## src/rtl/aes256_dec_sequencer.sv

```systemverilog
// aes256_dec_sequencer
// Iterative AES-256 decryption controller. One shared combinational key-expansion
// step and one shared inverse-round unit sit outside this block; the sequencer
// drives them one step per cycle, keeps the 15 round keys in a local table, can
// reuse that table for following blocks, and talks valid/ready on both sides.
//
// Timeline of one block (T = accept cycle):
//   miss : EXPAND T+1..T+7, INIT T+8, ROUND T+9..T+22, DONE from T+23
//   hit  : INIT T+1, ROUND T+2..T+15, DONE from T+16

module aes256_dec_sequencer #(
  parameter int NR       = 14,     // AES-256 only
  parameter int KX_STEPS = 7,      // AES-256 only
  parameter bit CACHE_EN = 1'b1    // 1: honour key_reuse, 0: always expand
) (
  input  logic         clk,
  input  logic         rst_n,
  // request side
  input  logic         in_valid,
  output logic         in_ready,
  input  logic [127:0] in_data,
  input  logic [255:0] in_key,
  input  logic         key_reuse,
  // result side
  output logic         out_valid,
  input  logic         out_ready,
  output logic [127:0] out_data,
  output logic         busy,
  // shared key-expansion step
  output logic [3:0]   kx_rc_o,
  output logic [255:0] kx_key_o,
  input  logic [255:0] kx_key_i,
  // shared inverse-round unit
  output logic [127:0] rnd_data_o,
  output logic [127:0] rnd_key_o,
  output logic         rnd_last_o,
  input  logic [127:0] rnd_data_i
);

  localparam logic [2:0] KX_LAST  = 3'(KX_STEPS - 1);
  localparam logic [3:0] RND_LAST = 4'(NR);
  localparam logic [3:0] RK_TOP   = 4'(NR);

  typedef enum logic [2:0] {
    S_IDLE   = 3'd0,
    S_EXPAND = 3'd1,
    S_INIT   = 3'd2,
    S_ROUND  = 3'd3,
    S_DONE   = 3'd4
  } state_t;

  state_t       r_state;
  state_t       w_state_nxt;

  logic [2:0]   r_kcnt;                 // expansion step k, 0..6
  logic [3:0]   r_rcnt;                 // round index i, 1..14
  logic [127:0] r_rk [0:NR];            // round-key table rk0..rk14
  logic [255:0] r_work;                 // key presented to the expansion step
  logic [127:0] r_blk;                  // latched ciphertext, then cipher state
  logic         r_cache_vld;
  logic         r_out_valid;
  logic [127:0] r_out_data;
  logic         r_busy;
  logic         r_in_ready;

  logic         w_accept;
  logic         w_hit;
  logic         w_kx_last;
  logic         w_rnd_last;
  logic [3:0]   w_rk_even_idx;
  logic [3:0]   w_rk_odd_idx;
  logic [3:0]   w_rk_rnd_idx;

  // A request is only taken while idle; anything presented while busy is dropped.
  assign w_accept      = in_valid & (r_state == S_IDLE);
  assign w_hit         = key_reuse & r_cache_vld & CACHE_EN;
  assign w_kx_last     = (r_kcnt == KX_LAST);
  assign w_rnd_last    = (r_rcnt == RND_LAST);
  // Step k produces rk[2k+2] (upper half) and rk[2k+3] (lower half).
  assign w_rk_even_idx = {r_kcnt, 1'b0} + 4'd2;
  assign w_rk_odd_idx  = {r_kcnt, 1'b0} + 4'd3;
  // Decryption walks the table downwards: round i uses rk[14-i].
  assign w_rk_rnd_idx  = RK_TOP - r_rcnt;

  assign in_ready  = r_in_ready;
  assign busy      = r_busy;
  assign out_valid = r_out_valid;
  assign out_data  = r_out_data;

  // State register plus the status flags that follow the next state.
  always_ff @(posedge clk) begin
    if (!rst_n) begin
      r_state    <= S_IDLE;
      r_busy     <= 1'b0;
      r_in_ready <= 1'b1;
    end else begin
      r_state    <= w_state_nxt;
      r_busy     <= (w_state_nxt != S_IDLE);
      r_in_ready <= (w_state_nxt == S_IDLE);
    end
  end

  // Next-state decode.
  always_comb begin
    w_state_nxt = r_state;
    case (r_state)
      S_IDLE: begin
        if (w_accept) begin
          if (w_hit) begin
            w_state_nxt = S_INIT;
          end else begin
            w_state_nxt = S_EXPAND;
          end
        end else begin
          w_state_nxt = S_IDLE;
        end
      end
      S_EXPAND: begin
        if (w_kx_last) begin
          w_state_nxt = S_INIT;
        end else begin
          w_state_nxt = S_EXPAND;
        end
      end
      S_INIT: begin
        w_state_nxt = S_ROUND;
      end
      S_ROUND: begin
        if (w_rnd_last) begin
          w_state_nxt = S_DONE;
        end else begin
          w_state_nxt = S_ROUND;
        end
      end
      S_DONE: begin
        if (out_ready) begin
          w_state_nxt = S_IDLE;
        end else begin
          w_state_nxt = S_DONE;
        end
      end
      default: begin
        w_state_nxt = S_IDLE;
      end
    endcase
  end

  // Drive the shared units only while they are in use; zero otherwise.
  always_comb begin
    kx_rc_o    = 4'd0;
    kx_key_o   = 256'd0;
    rnd_data_o = 128'd0;
    rnd_key_o  = 128'd0;
    rnd_last_o = 1'b0;
    case (r_state)
      S_EXPAND: begin
        kx_rc_o  = {1'b0, r_kcnt};
        kx_key_o = r_work;
      end
      S_ROUND: begin
        rnd_data_o = r_blk;
        rnd_key_o  = r_rk[w_rk_rnd_idx];
        rnd_last_o = w_rnd_last;
      end
      default: begin
        kx_rc_o    = 4'd0;
        kx_key_o   = 256'd0;
        rnd_data_o = 128'd0;
        rnd_key_o  = 128'd0;
        rnd_last_o = 1'b0;
      end
    endcase
  end

  // Datapath: counters, round-key table, cipher state, cache flag and result.
  always_ff @(posedge clk) begin
    if (!rst_n) begin
      r_kcnt      <= 3'd0;
      r_rcnt      <= 4'd0;
      r_work      <= 256'd0;
      r_blk       <= 128'd0;
      r_cache_vld <= 1'b0;
      r_out_valid <= 1'b0;
      r_out_data  <= 128'd0;
      for (int i = 0; i <= NR; i++) begin
        r_rk[i] <= 128'd0;
      end
    end else begin
      case (r_state)
        S_IDLE: begin
          if (w_accept) begin
            r_blk  <= in_data;
            r_kcnt <= 3'd0;
            r_rcnt <= 4'd0;
            // On a hit the table already holds the right keys and in_key is ignored.
            if (!w_hit) begin
              r_cache_vld <= 1'b0;
              r_work      <= in_key;
              r_rk[0]     <= in_key[255:128];
              r_rk[1]     <= in_key[127:0];
            end
          end
        end
        S_EXPAND: begin
          r_rk[w_rk_even_idx] <= kx_key_i[255:128];
          // The last step's lower half would be rk15, which AES-256 never uses.
          if (w_rk_odd_idx <= RK_TOP) begin
            r_rk[w_rk_odd_idx] <= kx_key_i[127:0];
          end
          r_work <= kx_key_i;
          if (w_kx_last) begin
            r_kcnt      <= 3'd0;
            r_cache_vld <= 1'b1;
          end else begin
            r_kcnt <= r_kcnt + 3'd1;
          end
        end
        S_INIT: begin
          r_blk  <= r_blk ^ r_rk[RK_TOP];
          r_rcnt <= 4'd1;
        end
        S_ROUND: begin
          r_blk <= rnd_data_i;
          if (w_rnd_last) begin
            r_out_data  <= rnd_data_i;
            r_out_valid <= 1'b1;
            r_rcnt      <= 4'd0;
          end else begin
            r_rcnt <= r_rcnt + 4'd1;
          end
        end
        S_DONE: begin
          if (out_ready) begin
            r_out_valid <= 1'b0;
          end
        end
        default: begin
          r_out_valid <= 1'b0;
        end
      endcase
    end
  end

endmodule

```

## config.mk

```make
export PLATFORM = sky130hd
export DESIGN_NAME = aes256_dec_sequencer
export DESIGN_NICKNAME = d
export VERILOG_FILES = /design/src/rtl/aes256_dec_sequencer.sv
export SDC_FILE = /design/constraint.sdc
export NUM_CORES = 2
export LEC_CHECK = 0
export CAP_MARGIN = 10
export CORE_AREA = 2 2 560 562
export CTS_CLUSTER_SIZE = 28
export DETAILED_ROUTE_END_ITERATION = 10
export DIE_AREA = 0 0 562 564
export GPL_TIMING_DRIVEN = 0
export PLACE_DENSITY_LB_ADDON = 0.2
export RECOVER_POWER = 100
export SYNTH_ARGS = -nofsm -noshare
export SYNTH_HDL_FRONTEND = slang
export SYNTH_SLANG_ARGS = --single-unit
export TNS_END_PERCENT = 5
```

## constraint.sdc

```tcl
create_clock -name clk -period 13.2 [get_ports clk]
set_input_delay 3.96 -clock clk [delete_from_list [all_inputs] [get_ports clk]]
set_output_delay 3.96 -clock clk [all_outputs]
set_load 0.1 [all_outputs]
```

==> flow_metrics.env <==
export IMPL_outcome="complete, but fails checks"
export IMPL_violations="design-rule violations, max-capacitance violations, max-slew violations"
export IMPL_final_nets=11655
export IMPL_stdcell_count=15431
export IMPL_hold_path_class="flop to flop"
export IMPL_crit_fanout=10
export IMPL_preCtsSetupSlack_ns=2.35
export IMPL_clkSlewWorstSetupHoldPaths_ns=0.06
export IMPL_num_vias=93612
export IMPL_hold_depth=2
export IMPL_overflow=0
export IMPL_yosysSeqAreaShare=0.612
export IMPL_drt_iter0_markers=13441
export IMPL_dieArea_mm2=0.317
export IMPL_crit_path_start="r_state[1]"
export IMPL_initial_core_util=0.378
export IMPL_fillers=27744
export IMPL_cts_root_buf="clkbuf_16"
export IMPL_cts_tree="done"
export IMPL_slew_headroom=-1.63
export IMPL_core_area_mm2=0.311
export IMPL_synthesis_area_mm2=0.118
export IMPL_io_pins=1421
export IMPL_drive_gt1_frac=0.123
export IMPL_hold_viol=0
export IMPL_route_detailed_drc=4
export IMPL_avgViaCountPerCell=6.07
export IMPL_grtUsageTotal=0.356
export IMPL_stdcell_area_mm2=0.149
export IMPL_hold_path_endpoint="out_data[85]"
export IMPL_cts_buffers=293
export IMPL_r2r_start="r_kcnt[0]"
export IMPL_htree_levels=5
export IMPL_rsz0062_at_grt="false"
export IMPL_tightestPinTransition_ns=3.95
export IMPL_dp_cells=14720
export IMPL_peakVddDrop_uv=100
export IMPL_critPathKind="flop to output port"
export IMPL_dpl_cell_area_mm2=0.140
export IMPL_ys_seq_elements=2574
export IMPL_fin_tns_setup_ns=0
export IMPL_area_delta_synth_final_pct=26.3
export IMPL_min_from="out_data[85]"
export IMPL_leakagePower_nw=58.7
export IMPL_timing_final_ws_setup_ns=0.403
export IMPL_critical_path_arrival_ns=8.84
export IMPL_grt_start_max_net_pins=56
export IMPL_post_route_min_period_ns=12.80
export IMPL_cts_setup_buffers=0
export IMPL_power_mw=19.9
export IMPL_clkLatencyLatePin_ns=0.94
export IMPL_grt_pass1_wl_mm=773
export IMPL_ys_types=46
export IMPL_clkSinkCount=2574
export IMPL_rows=205
export IMPL_die_width_um=562
export IMPL_detail_route_wirelength_mm=582
export IMPL_finClkSkew_ns=0.0405
export IMPL_cts_hold_buffers=0
export IMPL_max_clock_freq_mhz=78.1
export IMPL_worst_r2r_path_depth=8
export IMPL_startpoint_type="flop"
export IMPL_firstDrtPassIters=11
export IMPL_gp_congestion=0.967
export IMPL_post_cts_resize_count=0
export IMPL_worstSetupEndpointType="output port"
export IMPL_portBuffers=1419
export IMPL_avgSynthCellArea_um2=13.2
export IMPL_synth_edf_count=2048
export IMPL_antenna_found_initial=210
export IMPL_antenna_left=0
export IMPL_place_hpwl_mm=448
export IMPL_grt_pass1_vias=90829
export IMPL_r2r_slack_ns=4.80
export IMPL_wl_per_cell_um=37.7
export IMPL_cts_max_path_buffers=4
export IMPL_die_y_um=564
export IMPL_timing_rr_end="r_rk[0][7]"
export IMPL_postSynth_asyncResetShare=0
export IMPL_post_route_period_util=0.969
export IMPL_crit_required_ns=9.24
export IMPL_setup_viol=0
export IMPL_yosysWarnings=0
export IMPL_syn_instance_count=8931
export IMPL_drv_slew=2106
export IMPL_p_per_area_mw_per_mm2=134
export IMPL_synth_ff_type="edfxtp_1"
export IMPL_max_cap_violations=87
[registers in the layout (all words and copies together) (netlist names)]
| name | cells |
|---|---|
| r_state | 3 |
| r_blk | 128 |
| out_valid | 1 |
| r_rk | 2048 |
| r_kcnt | 3 |
| busy | 1 |
| r_cache_vld | 1 |
| in_ready | 1 |
| out_data | 128 |
| r_rcnt | 4 |
| r_work | 256 |
[layer usage]
layer | global-route usage | vias up | part of all wire
li1 | - | 37878 | -
met3 | 0.120 | 1245 | 0.12
met1 | 0.438 | 47876 | 0.37
met5 | 0 | - | 0.00083
met4 | 0.226 | 64 | 0.070
met2 | 0.539 | 6549 | 0.44
[stage by stage]
step | utilization | hold slack, ns
final | 0.478 | 0.451
after global routing | 0.477 | 0.472
after CTS | 0.481 | 0.454
after detailed placement | 0.450 | 0.446
after global placement | 0.442 | 0.442
after floorplan | - | 0.446
[synth_stat cells (all sizes together) (2+ instances only)]
| cell type | number | area [um2] |
|---|---|---|
| mux4 | 512 | 11500 |
| nor3 | 7 | 45.0 |
| nor2 | 140 | 531 |
| edfxtp | 2048 | 61500 |
| nor2b | 129 | 807 |
| a31oi | 259 | 1620 |
| dfxtp | 526 | 10500 |
| nor3b | 2 | 25.0 |
| a32o | 256 | 2560 |
| or3 | 2 | 12.5 |
| inv | 5 | 18.8 |
| nand3 | 6 | 35.0 |
| a21oi | 263 | 1320 |
| nand3b | 3 | 22.5 |
| mux2i | 256 | 2560 |
| or2 | 129 | 807 |
| ha | 5 | 62.6 |
| nand2b | 3 | 18.8 |
| and2 | 1154 | 7220 |
| xor2 | 3 | 26.3 |
| o22ai | 128 | 801 |
| o21ai | 397 | 1990 |
| clkbuf | 592 | 2230 |
| nand2 | 791 | 2970 |
| buf | 279 | 1420 |
| a222oi | 128 | 1280 |
| or3b | 2 | 17.5 |
| and3 | 898 | 5620 |
[worst max path at each step]
stage                         end  cells after the start
finish              rnd_key_o[27]                     10
global route        rnd_key_o[27]                     10
CTS                 rnd_key_o[27]                     13
detailed placement  rnd_key_o[27]                     13
global placement      r_rk[8][53]                      4
floorplan              r_rk[8][0]                      3
[worst max-delay path: stages, from the launching register on]
cell,delay (ns)
dfxtp_1,0.39
clkbuf_1,0.36
and3b_1,0.23
clkbuf_1,0.92
clkbuf_1,2.06
nand2_1,0.56
clkbuf_2,0.56
buf_16,0.31
buf_2,0.23
o22ai_1,0.91
dlygate4sd3_1,1.33
[cells by family (layout without fill, tap and decap cells)]
kind of cell	count (synthesis)	after routing	synth area share
AOI/OAI and AO/OA	1435	1435	0.0816
xor gates and xnor gates	4	4	0.000298
adders and majority gates	5	5	0.000532
buffers and inverters	876	2940	0.0312
DFF	2574	2574	0.612
muxes	768	768	0.120
other	1	297	0.0000319
and+or+nand+nor	3268	3268	0.154
[power breakdown]
part / switching [mW] / internal [mW]
registers: 0.175 / 9.23
clock network: 3.57 / 4.81
logic: 1.53 / 0.608
total: 5.28 / 14.7
[layout make-up]
| cell class | count | area [um2] | area share |
|---|---|---|---|
| Antenna cell | 168 | 420 | 0.00283 |
| Timing Repair Buffer | 1523 | 15300 | 0.103 |
| Multi-Input combinational cell | 5609 | 42400 | 0.285 |
| Buffer | 871 | 3610 | 0.0243 |
| Clock buffer | 381 | 7980 | 0.0537 |
| Tap cell | 4140 | 5180 | 0.0349 |
| Sequential cell | 2574 | 72000 | 0.485 |
| Clock inverter | 160 | 1630 | 0.0110 |
| Inverter | 5 | 18.8 | 0.000126 |
[cell usage in the layout (no fill, tap or decap), drive strengths merged, types with 5 or more instances in the layout]
| master | n |
|---|---|
| dlygate4sd3 | 766 |
| conb | 129 |
| clkdlybuf4s50 | 653 |
| ha | 5 |
| diode | 168 |
| and2 | 1154 |
| clkinvlp | 18 |
| o21ai | 397 |
| clkinv | 103 |
| nor2 | 140 |
| dfxtp | 526 |
| inv | 18 |
| clkbuf | 1086 |
| nand2 | 791 |
| nand3 | 6 |
| o22ai | 128 |
| nor2b | 129 |
| bufinv | 26 |
| mux2i | 256 |
| nor3 | 7 |
| and3 | 898 |
| a21oi | 263 |
| a222oi | 128 |
| buf | 270 |
| edfxtp | 2048 |
| a31oi | 259 |
| a32o | 256 |
| or2 | 129 |
| mux4 | 512 |
Power figures use the tool's default switching activity.
